$ cat config.mk
export PLATFORM = sky130hd
export DESIGN_NAME = fpu_ss_mem_buffer
export DESIGN_NICKNAME = d
export VERILOG_FILES = /design/src/rtl/fpu_ss_pkg.sv /design/src/rtl/fpu_ss_mem_buffer.sv
export SDC_FILE = /design/constraint.sdc
export NUM_CORES = 1
export LEC_CHECK = 0
export ABC_CLOCK_PERIOD_IN_PS = 5050
export CAP_MARGIN = 20
export CORE_ASPECT_RATIO = 1.75
export CORE_MARGIN = 5
export CORE_UTILIZATION = 50
export CTS_CLUSTER_SIZE = 24
export DETAILED_ROUTE_END_ITERATION = 16
export GPL_TIMING_DRIVEN = 1
export PLACE_DENSITY = 0.78
export SYNTH_ARGS = -nofsm -noshare
export SYNTH_HDL_FRONTEND = slang
export SYNTH_SLANG_ARGS = --single-unit
export TNS_END_PERCENT = 30
$ cat constraint.sdc
create_clock -name clk_i -period 5.05 [get_ports clk_i]
set_input_delay 1.01 -clock clk_i [delete_from_list [all_inputs] [get_ports clk_i]]
set_output_delay 1.01 -clock clk_i [all_outputs]
set_load 0.05 [all_outputs]
$ cat src/rtl/fpu_ss_pkg.sv
// Shared types for the FPU subsystem.
// Holds the metadata that travels with each accepted x_mem request so the
// memory result can be routed back to the right destination register.
package fpu_ss_pkg;

  typedef struct packed {
    logic [4:0] rd;       // destination register of the load/store
    logic       we;       // result writes back to the register file
    logic [3:0] core_id;  // issuing core
    logic [3:0] id;       // offload instruction id
  } mem_metadata_t;

endpackage

$ cat src/rtl/fpu_ss_mem_buffer.sv
// Purpose: FIFO of outstanding x_mem request metadata, popped on memory result.
// Latency: 1 cycle push-to-pop (0 cycles when FALL_THROUGH=1 and empty).
// Backpressure: push_ready_o low when full or flushing; a pop never frees space same cycle.
module fpu_ss_mem_buffer
  import fpu_ss_pkg::*;
#(
  parameter int DEPTH        = 4,
  parameter bit FALL_THROUGH = 1'b0
) (
  input  logic                       clk_i,
  input  logic                       rst_i,
  input  logic                       flush_i,
  input  logic                       push_valid_i,
  output logic                       push_ready_o,
  input  mem_metadata_t              push_data_i,
  output logic                       pop_valid_o,
  input  logic                       pop_ready_i,
  output mem_metadata_t              pop_data_o,
  output logic [$clog2(DEPTH):0]     usage_o,
  output logic                       full_o,
  output logic                       empty_o,
  output logic                       underflow_o
);

  localparam int PTR_W = $clog2(DEPTH);
  localparam int CNT_W = PTR_W + 1;

  mem_metadata_t    mem_q [DEPTH];
  logic [PTR_W-1:0] rd_ptr_q;
  logic [PTR_W-1:0] wr_ptr_q;
  logic [CNT_W-1:0] usage_q;
  logic             underflow_q;

  logic push_hs;
  logic pop_hs;
  logic store;
  logic take;

  assign full_o       = (usage_q == CNT_W'(DEPTH));
  assign empty_o      = (usage_q == '0);
  assign usage_o      = usage_q;
  assign underflow_o  = underflow_q;

  // A full buffer refuses pushes even if a pop frees a slot this cycle.
  assign push_ready_o = ~full_o & ~flush_i;

  // When empty, fall-through exposes the incoming entry directly.
  assign pop_valid_o  = ~flush_i & (~empty_o | (FALL_THROUGH & push_valid_i));
  assign pop_data_o   = empty_o ? push_data_i : mem_q[rd_ptr_q];

  assign push_hs = push_valid_i & push_ready_o;
  assign pop_hs  = pop_valid_o & pop_ready_i;

  // A push consumed in the same cycle through the bypass is never stored.
  assign store   = push_hs & ~(empty_o & pop_hs);
  assign take    = pop_hs & ~empty_o;

  // Storage array: written on stored pushes only, never reset.
  always_ff @(posedge clk_i) begin
    if (store) begin
      mem_q[wr_ptr_q] <= push_data_i;
    end
  end

  // Pointers and occupancy; flush outranks any handshake in the same cycle.
  always_ff @(posedge clk_i or posedge rst_i) begin
    if (rst_i) begin
      rd_ptr_q <= '0;
      wr_ptr_q <= '0;
      usage_q  <= '0;
    end else if (flush_i) begin
      rd_ptr_q <= '0;
      wr_ptr_q <= '0;
      usage_q  <= '0;
    end else begin
      if (store) begin
        wr_ptr_q <= wr_ptr_q + PTR_W'(1);
      end
      if (take) begin
        rd_ptr_q <= rd_ptr_q + PTR_W'(1);
      end
      case ({store, take})
        2'b10:   usage_q <= usage_q + CNT_W'(1);
        2'b01:   usage_q <= usage_q - CNT_W'(1);
        default: usage_q <= usage_q;
      endcase
    end
  end

  // One-cycle flag for a consumer asking for a result that is not there.
  always_ff @(posedge clk_i or posedge rst_i) begin
    if (rst_i) begin
      underflow_q <= 1'b0;
    end else begin
      underflow_q <= pop_ready_i & ~pop_valid_o;
    end
  end

endmodule
==> results_dict.tcl, run 1 <==
set metrics [dict create \
    status "completed" \
    synth_cells 143 \
    cts_max_level 3 \
    cp_top_family "buffers and inverters" \
    cpMostUsedCell "clkdlybuf4s50_1" \
    syn_area_per_cell_um2 19.2 \
    leakagePower_uw 0.00116 \
    overflow 0 \
    use_met1 0.198 \
    io_pins 41 \
    path_max_fanout 13 \
    synthesis.area_mm2 0.00274 \
    synth_area_leader_cell "edfxtp_1" \
    whs_ps 612 \
    cap_violations 0 \
    synthDistinctLibCells 32 \
    startpoint_type "primary input" \
    grt.total_usage 0.169 \
    drt_iter0_markers 62 \
    ys_ff_latch 64 \
    clkLatencyLatePin_ps 340 \
    path_buf_inv 2 \
    synth_area_leaders "edfxtp_1 (61%), mux4_2 (11%), dfrtp_1 (7.3%)" \
    drt_first_pass_iters 4 \
    synth_flop_cell "edfxtp_1" \
    finalHoldViolations 0 \
    met2_usage 0.289 \
    clk_path_buf_depth 2 \
    dieHeight_um 108 \
    min_path_type "reg -> reg" \
    fmax_mhz 265 \
    final_cells 269 \
    max_stage_delay_ps 840 \
    crit_chain "clkdlybuf4s50_1, nor2_1, clkdlybuf4s50_1" \
    antenna_found_initial 0 \
    hpwl_um 3420 \
    n_antenna_cell 0 \
    cp-end-kind "primary output" \
    start_util 0.518 \
    setup_tns_ps 0 \
    fin_crit_ps 3770 \
    grt-busiest-layer "met2" \
    ir_worst_vdd_mv 0.591 \
    wl_um 5220 \
    yosys.area.top_type_share 0.613 \
    wl_per_cell_um 19.4 \
    fin_util 0.646 \
    dp_slack_ps 1310 \
    grt_setup_unrepaired "false" \
    synth_seq_area_share 0.686 \
    setup_slack_ps 1280 \
    rows 35 \
    syn2layout_area_growth_pct 24.8 \
    core_area_mm2 0.00530 \
    dp.cells 252 \
    required_ps 4040 \
    syn_nets 167 \
    cts_resized 0 \
    yosys_warnings 0 \
    slew-limit-headroom 0.422 \
    async_flop_share 0.125 \
    io_buffers 40 \
    via_count 1456 \
    tightest_slew_ps 865 \
    path_class "in -> out" \
    antenna_left 0 \
    synth-edff-count 56 \
    routabilityCongestion 0.725 \
    finalClockSkew_ps 8.67 \
    grt_max_degree 19 \
    grt.met3_usage 0.0395 \
    cts_made_buffers 9 \
    drv_slew 0 \
    root_buffer "clkbuf_8" \
    die_w_um 66 \
    arrival_ps 2760 \
    synth_most_common_cell "edfxtp_1" \
    p_per_area_mw_per_mm2 574 \
    grt_pass1_wl_um 8590 \
    path_clk_slew_ps 60 \
    cts_tree "yes" \
    synth_commonest_cells "edfxtp_1 (56), mux2_2 (14), mux4_2 (14)" \
    clkSinkCount 64 \
    holdBufCountCts 0 \
    grt_pass1_vias 1627 \
    crit_slowest_cell "clkdlybuf4s50_1" \
    drc_errors 0 \
    setup_viol 0 \
    post-cts-setup-buffer-count 0 \
    layout.nets 214 \
    period_share 0.747 \
    viasPerCell 5.41 \
    drive_gt1_frac 0.251 \
    die_area_mm2 0.00713 \
]
-- path summary, 6_finish.rpt --
check	end	from	slack, ps	cells past startpoint
max in group asynchronous	rd_ptr_q[1]	rst_i	3860	2
max	pop_valid_o	flush_i	1280	3
max reg2reg	usage_o[2]	usage_o[1]	2620	6
min in group asynchronous	usage_o[2]	rst_i	950	2
min	wr_ptr_q[0]	wr_ptr_q[0]	610	2
min reg2reg	wr_ptr_q[0]	wr_ptr_q[0]	610	2
-- cell type report --
cell class	count	area [µm²]
flip-flops and latches	64	1880
fillers	386	1880
multi-input cells	70	818
repair buffers	41	428
clock buffers	10	128
well taps	74	92.6
clock inverters	6	60.1
inverters	4	15.0
-- logic make-up (layout without fill, tap and decap cells) --
family / count (synthesis) / count (layout) / synth area share
flops: 64 / 64 / 0.686
mux: 30 / 30 / 0.181
simple gates: 24 / 24 / 0.0588
buf+inv: 9 / 61 / 0.0160
compound gates: 7 / 7 / 0.0169
fa+ha+maj: 5 / 5 / 0.0255
xor+xnor: 4 / 4 / 0.0155
-- worst reg2reg max path, stage by stage (launching register included) --
cell	delay (ps)
dfrtp_1	490
nor3_4	770
nand2b_2	320
nor3_1	80
fa_1	410
a21oi_1	130
a221oi_1	90
-- state kept, by name, summed over array words and instances (netlist names) --
name and cells:
usage_o 3, wr_ptr_q 2, rd_ptr_q 2, underflow_o 1
mem_q 56
-- layout by cell type, fill, tap and decap left out, types with 4 or more instances in the layout --
cell type / n
clkdlybuf4s50_1: 40
inv_1: 4
clkbuf_8: 9
nor2_1: 7
mux2_2: 14
edfxtp_1: 56
ha_1: 4
and2_1: 5
mux4_2: 14
dfrtp_1: 8
-- per-layer routing --
metal / wire, µm / share of wire
met1: 2010 / 0.38
met5: 0 / 0
met2: 2900 / 0.56
met4: 115 / 0.022
met3: 198 / 0.038
-- report_power, final --
group | switching [µW] | internal [µW] | leakage [µW]
Combinational | 510 | 367 | 0.000451
Clock | 190 | 225 | 0.0000937
Sequential | 49.9 | 621 | 0.000615
-- metrics by stage --
stage	total power (µW)	area [µm²]
finish	1960	3420
global route	2050	3420
CTS	1960	3400
detailed placement	1540	3210
global placement	1530	3210
floorplan	1300	2740
Note: power is estimated with default switching activity, not from simulation.
==> inputs of run 2 (changes only) <==
--- a/config.mk
+++ b/config.mk
@@ -5,7 +5,7 @@
 export SDC_FILE = /design/constraint.sdc
 export NUM_CORES = 1
 export LEC_CHECK = 0
-export ABC_CLOCK_PERIOD_IN_PS = 5050
+export ABC_CLOCK_PERIOD_IN_PS = 3750
 export CAP_MARGIN = 20
 export CORE_ASPECT_RATIO = 1.75
 export CORE_MARGIN = 5
==> constraint.sdc (replaced) <==
create_clock -name clk_i -period 3.75 [get_ports clk_i]
set_input_delay 0.75 -clock clk_i [delete_from_list [all_inputs] [get_ports clk_i]]
set_output_delay 0.75 -clock clk_i [all_outputs]
set_load 0.05 [all_outputs]
==> results_dict.tcl, run 2 (same netlist as run 1, synthesis figures left out) <==
set metrics [dict create \
    drc_errors 0 \
    grt_max_degree 18 \
    cap_violations 0 \
    overflow 0 \
    fmax_mhz 297 \
    largest_register "mem_q" \
    finalHoldViolations 0 \
    max_stage_delay_ps 700 \
    setup_viol 0 \
    crit_slowest_cell "clkdlybuf4s50_1" \
    largest_register_ffs 56 \
    hold_depth 2 \
    path_clk_slew_ps 60 \
    dp_slack_ps 650 \
    required_ps 3000 \
    layout.nets 216 \
    wl_per_cell_um 19.5 \
    wl_um 5270 \
    r2r-end "usage_o[2]" \
    die_w_um 66 \
    drv_slew 0 \
    routabilityCongestion 0.776 \
    arrival_ps 2620 \
    viasPerCell 5.41 \
    path_max_fanout 10 \
    clkSinkCount 64 \
    grt_pass1_wl_um 8690 \
    grt_pass1_vias 1674 \
    reg2reg_from "usage_o[1]" \
    dieHeight_um 108 \
    startpoint_type "register" \
    cts_tree "yes" \
    holdBufCountCts 0 \
    core_area_mm2 0.00530 \
    n_antenna_cell 0 \
    clk_path_buf_depth 2 \
    root_buffer "clkbuf_8" \
    io_pins 41 \
    p_per_area_mw_per_mm2 783 \
    antenna_found_initial 0 \
    die_area_mm2 0.00713 \
    grt_setup_unrepaired "false" \
    reg2regPathDepth 6 \
    drt_first_pass_iters 4 \
    fillers 371 \
    slew-limit-headroom 0.501 \
    final_cell_mix "edfxtp_1 (56), clkdlybuf4s50_1 (40), mux4_2 (14), mux2_2 (14), clkbuf_8 (9)" \
    leakagePower_uw 0.00117 \
    drt_iter0_markers 44 \
    cts_resized 0 \
    finalClockSkew_ps 12.1 \
    via_count 1460 \
    path_class "reg -> out" \
    setup_slack_ps 385 \
    antenna_left 0 \
    drive_gt1_frac 0.250 \
    clkLatencyLatePin_ps 340 \
    post-cts-setup-buffer-count 0 \
    period_share 0.897 \
    hpwl_um 3630 \
    ir_worst_vdd_mv 0.459 \
    cp-end-kind "primary output" \
    final_common_cell "edfxtp_1" \
    setup_tns_ps 0 \
    path_buf_inv 2 \
    whs_endpoint "wr_ptr_q[0]" \
    fin_crit_ps 3370 \
    min_path_type "reg -> reg" \
    min_from "wr_ptr_q[0]" \
    syn2layout_area_growth_pct 25.5 \
    cts_max_level 3 \
    cts_made_buffers 9 \
    reg2reg_setup_slack_ps 1590 \
    start_util 0.518 \
    fin_util 0.650 \
    status "completed" \
    cp_top_family "buffers and inverters" \
    tightest_slew_ps 749 \
    crit_chain "buf_12, mux4_2, mux2_2, clkdlybuf4s50_1" \
    grt.total_usage 0.171 \
    rows 35 \
    io_buffers 40 \
]
==> run 2: changes by cell type in the layout (fill, tap and decap cells not counted), sizes merged <==
cell,change
bufinv,+1
clkinv,-1
clkinvlp,-1
buf,+2
==> run 2: where the power goes <==
part	total, µW	internal [µW]	switching [µW]	leakage (µW)
sequential	908	837	71.3	0.000615
clock	604	365	239	0.000101
combinational	1190	498	688	0.000457
==> run 2: cell type report <==
| cell class | count | area [µm²] | share of cell area |
|---|---|---|---|
| clock buffer | 10 | 128 | 0.0371 |
| clock inverter | 5 | 72.6 | 0.0211 |
| inverter | 4 | 15.0 | 0.00436 |
| multi-input combinational | 70 | 818 | 0.238 |
| sequential | 64 | 1880 | 0.547 |
| tap | 74 | 92.6 | 0.0269 |
| timing repair buffer | 43 | 435 | 0.126 |
==> run 2: worst max-delay path by stage <==
stage	slack [ps]	end	start	cells after the start
2_1_floorplan	890	push_ready_o	usage_o[2]	2
3_3_place_gp	700	pop_data_o[6]	push_data_i[6]	3
3_5_place_dp	650	pop_data_o[6]	push_data_i[6]	3
4_1_cts	330	pop_data_o[8]	rd_ptr_q[0]	4
5_1_grt	240	pop_data_o[6]	rd_ptr_q[0]	4
6_report	380	pop_data_o[8]	rd_ptr_q[0]	4
==> run 2: stage by stage <==
step / hold WS, ps / instances / total power, µW / instance area (µm²)
2_1_floorplan: 560 / 143 / 1760 / 2740
3_3_place_gp: 599 / 255 / 2100 / 3240
3_5_place_dp: 621 / 255 / 2120 / 3240
4_1_cts: 640 / 270 / 2730 / 3440
5_1_grt: 685 / 270 / 2820 / 3440
6_report: 643 / 270 / 2700 / 3440
==> run 2: worst min-delay path, stage by stage (launching register included) <==
cell     delay (ps)
dfrtp_1         420
xnor2_1         150
nor2_1           40
==> run 2: layer usage <==
layer / share of wire / vias up / track usage
met5: 0 / - / 0
met4: 0.029 / 0 / 0.0901
met1: 0.36 / 753 / 0.191
li1: - / 657 / -
met3: 0.042 / 13 / 0.0426
met2: 0.57 / 37 / 0.296
==> inputs of run 3 (changes only) <==
--- a/config.mk
+++ b/config.mk
@@ -9,11 +9,12 @@
 export CAP_MARGIN = 20
 export CORE_ASPECT_RATIO = 1.75
 export CORE_MARGIN = 5
-export CORE_UTILIZATION = 50
+export CORE_UTILIZATION = 56
+export CTS_BUF_LIST = sky130_fd_sc_hd__clkbuf_8
 export CTS_CLUSTER_SIZE = 24
 export DETAILED_ROUTE_END_ITERATION = 16
 export GPL_TIMING_DRIVEN = 1
-export PLACE_DENSITY = 0.78
+export PLACE_DENSITY = 0.85
 export SYNTH_ARGS = -nofsm -noshare
 export SYNTH_HDL_FRONTEND = slang
 export SYNTH_SLANG_ARGS = --single-unit
==> results_dict.tcl, run 3 (same netlist as run 1, synthesis figures left out) <==
set metrics [dict create \
    grt_setup_unrepaired "false" \
    path_max_fanout 14 \
    path_clk_slew_ps 60 \
    drc_errors 0 \
    tightest_slew_ps 728 \
    io_pins 41 \
    wl_per_cell_um 19.9 \
    grt_pass1_wl_um 8430 \
    overflow 0 \
    drv_slew 0 \
    dieHeight_um 103 \
    n_antenna_cell 0 \
    min_path_type "reg -> reg" \
    clkSinkCount 64 \
    finalClockSkew_ps 4.33 \
    setup_tns_ps 0 \
    cts_max_level 3 \
    cts_resized 0 \
    final_common_cell "edfxtp_1" \
    setup_viol 0 \
    ir_worst_vdd_mv 0.686 \
    period_share 0.880 \
    leakagePower_uw 0.00115 \
    path_class "reg -> out" \
    fin_crit_ps 3300 \
    p_total_uw 2530 \
    root_buffer "clkbuf_8" \
    grt.total_usage 0.175 \
    die_w_um 62.9 \
    cts_made_buffers 9 \
    cap_violations 0 \
    clkLatencyLatePin_ps 330 \
    grt_max_degree 19 \
    post_dp_cell_area_mm2 0.00320 \
    wl_um 4950 \
    stdcell_area_mm2 0.00336 \
    final_cell_mix "edfxtp_1 (56), clkdlybuf4s50_1 (40), mux4_2 (14), mux2_2 (14), clkbuf_8 (9)" \
    holdBufCountCts 0 \
    start_util 0.583 \
    via_count 1432 \
    layout.nets 216 \
    largest_register_ffs 56 \
    io_buffers 40 \
    p_per_area_mw_per_mm2 754 \
    rows 33 \
    post-cts-setup-buffer-count 0 \
    whs_ps 571 \
    core_area_mm2 0.00471 \
    status "completed" \
    antenna_found_initial 0 \
    syn2layout_area_growth_pct 22.3 \
    drive_gt1_frac 0.250 \
    die_area_mm2 0.00646 \
    drt_first_pass_iters 4 \
    clk_path_buf_depth 2 \
    arrival_ps 2550 \
    drt_iter0_markers 43 \
    viasPerCell 5.77 \
    hpwl_um 3510 \
    antenna_left 0 \
    cp-end-kind "primary output" \
    grt_pass1_vias 1658 \
    slew-limit-headroom 0.515 \
    finalHoldViolations 0 \
    routabilityCongestion 0.800 \
    required_ps 3000 \
    cts_tree "yes" \
    fmax_mhz 303 \
    largest_register "mem_q" \
    startpoint_type "register" \
]
[run 3: changes by cell type in the layout (fill, tap and decap cells not counted), sizes merged]
cell and delta:
bufinv -2, inv +1, clkinv +1, clkbuf -1, clkinvlp +1
[run 3: metrics by stage]
stage	std cells	worst slack (ps)	util
after CTS	248	384	0.713
after floorplan	143	892	-
final	248	449	0.713
after detailed placement	233	655	0.680
after global placement	233	698	0.680
after global routing	248	339	0.713
[run 3: worst max-delay path: stages, from the launching register on]
cell and delay, ps:
dfrtp_1 380, buf_4 300, mux4_2 550, mux2_2 280
clkdlybuf4s50_1 710
[run 3: report_power, final]
part | internal, µW | leakage [µW] | switching, µW | total [µW]
sequential | 837 | 0.000615 | 59.6 | 897
combinational | 484 | 0.000454 | 689 | 1170
clock | 226 | 0.0000811 | 233 | 459
total | 1550 | 0.00115 | 982 | 2530
[run 3: final timing paths]
path / to / from / slack [ps] / cells past startpoint
max in group asynchronous: wr_ptr_q[0] / rst_i / 2830 / 2
worst min-delay path: rd_ptr_q[0] / rd_ptr_q[0] / 570 / 2
min in group asynchronous: wr_ptr_q[1] / rst_i / 680 / 2
worst min register to register: rd_ptr_q[0] / rd_ptr_q[0] / 570 / 2
worst max-delay path: pop_data_o[4] / rd_ptr_q[0] / 450 / 4
worst max register to register: mem_q[0][6] / usage_o[0] / 1580 / 3
[run 3: final cells by class]
cell class | count | area, µm²
sequential | 64 | 1880
fill | 301 | 1350
multi-input combinational | 70 | 818
timing repair buffer | 43 | 423
clock buffer | 9 | 124
tap | 52 | 65.1
clock inverter | 6 | 28.8
inverter | 4 | 15.0
[run 3: metal layers]
layer,GRT usage,part of all wire,up-vias
met2,0.311,0.56,34
li1,-,-,656
met1,0.189,0.39,735
met3,0.0469,0.039,7
met4,0.0899,0.020,0
met5,0,0,-
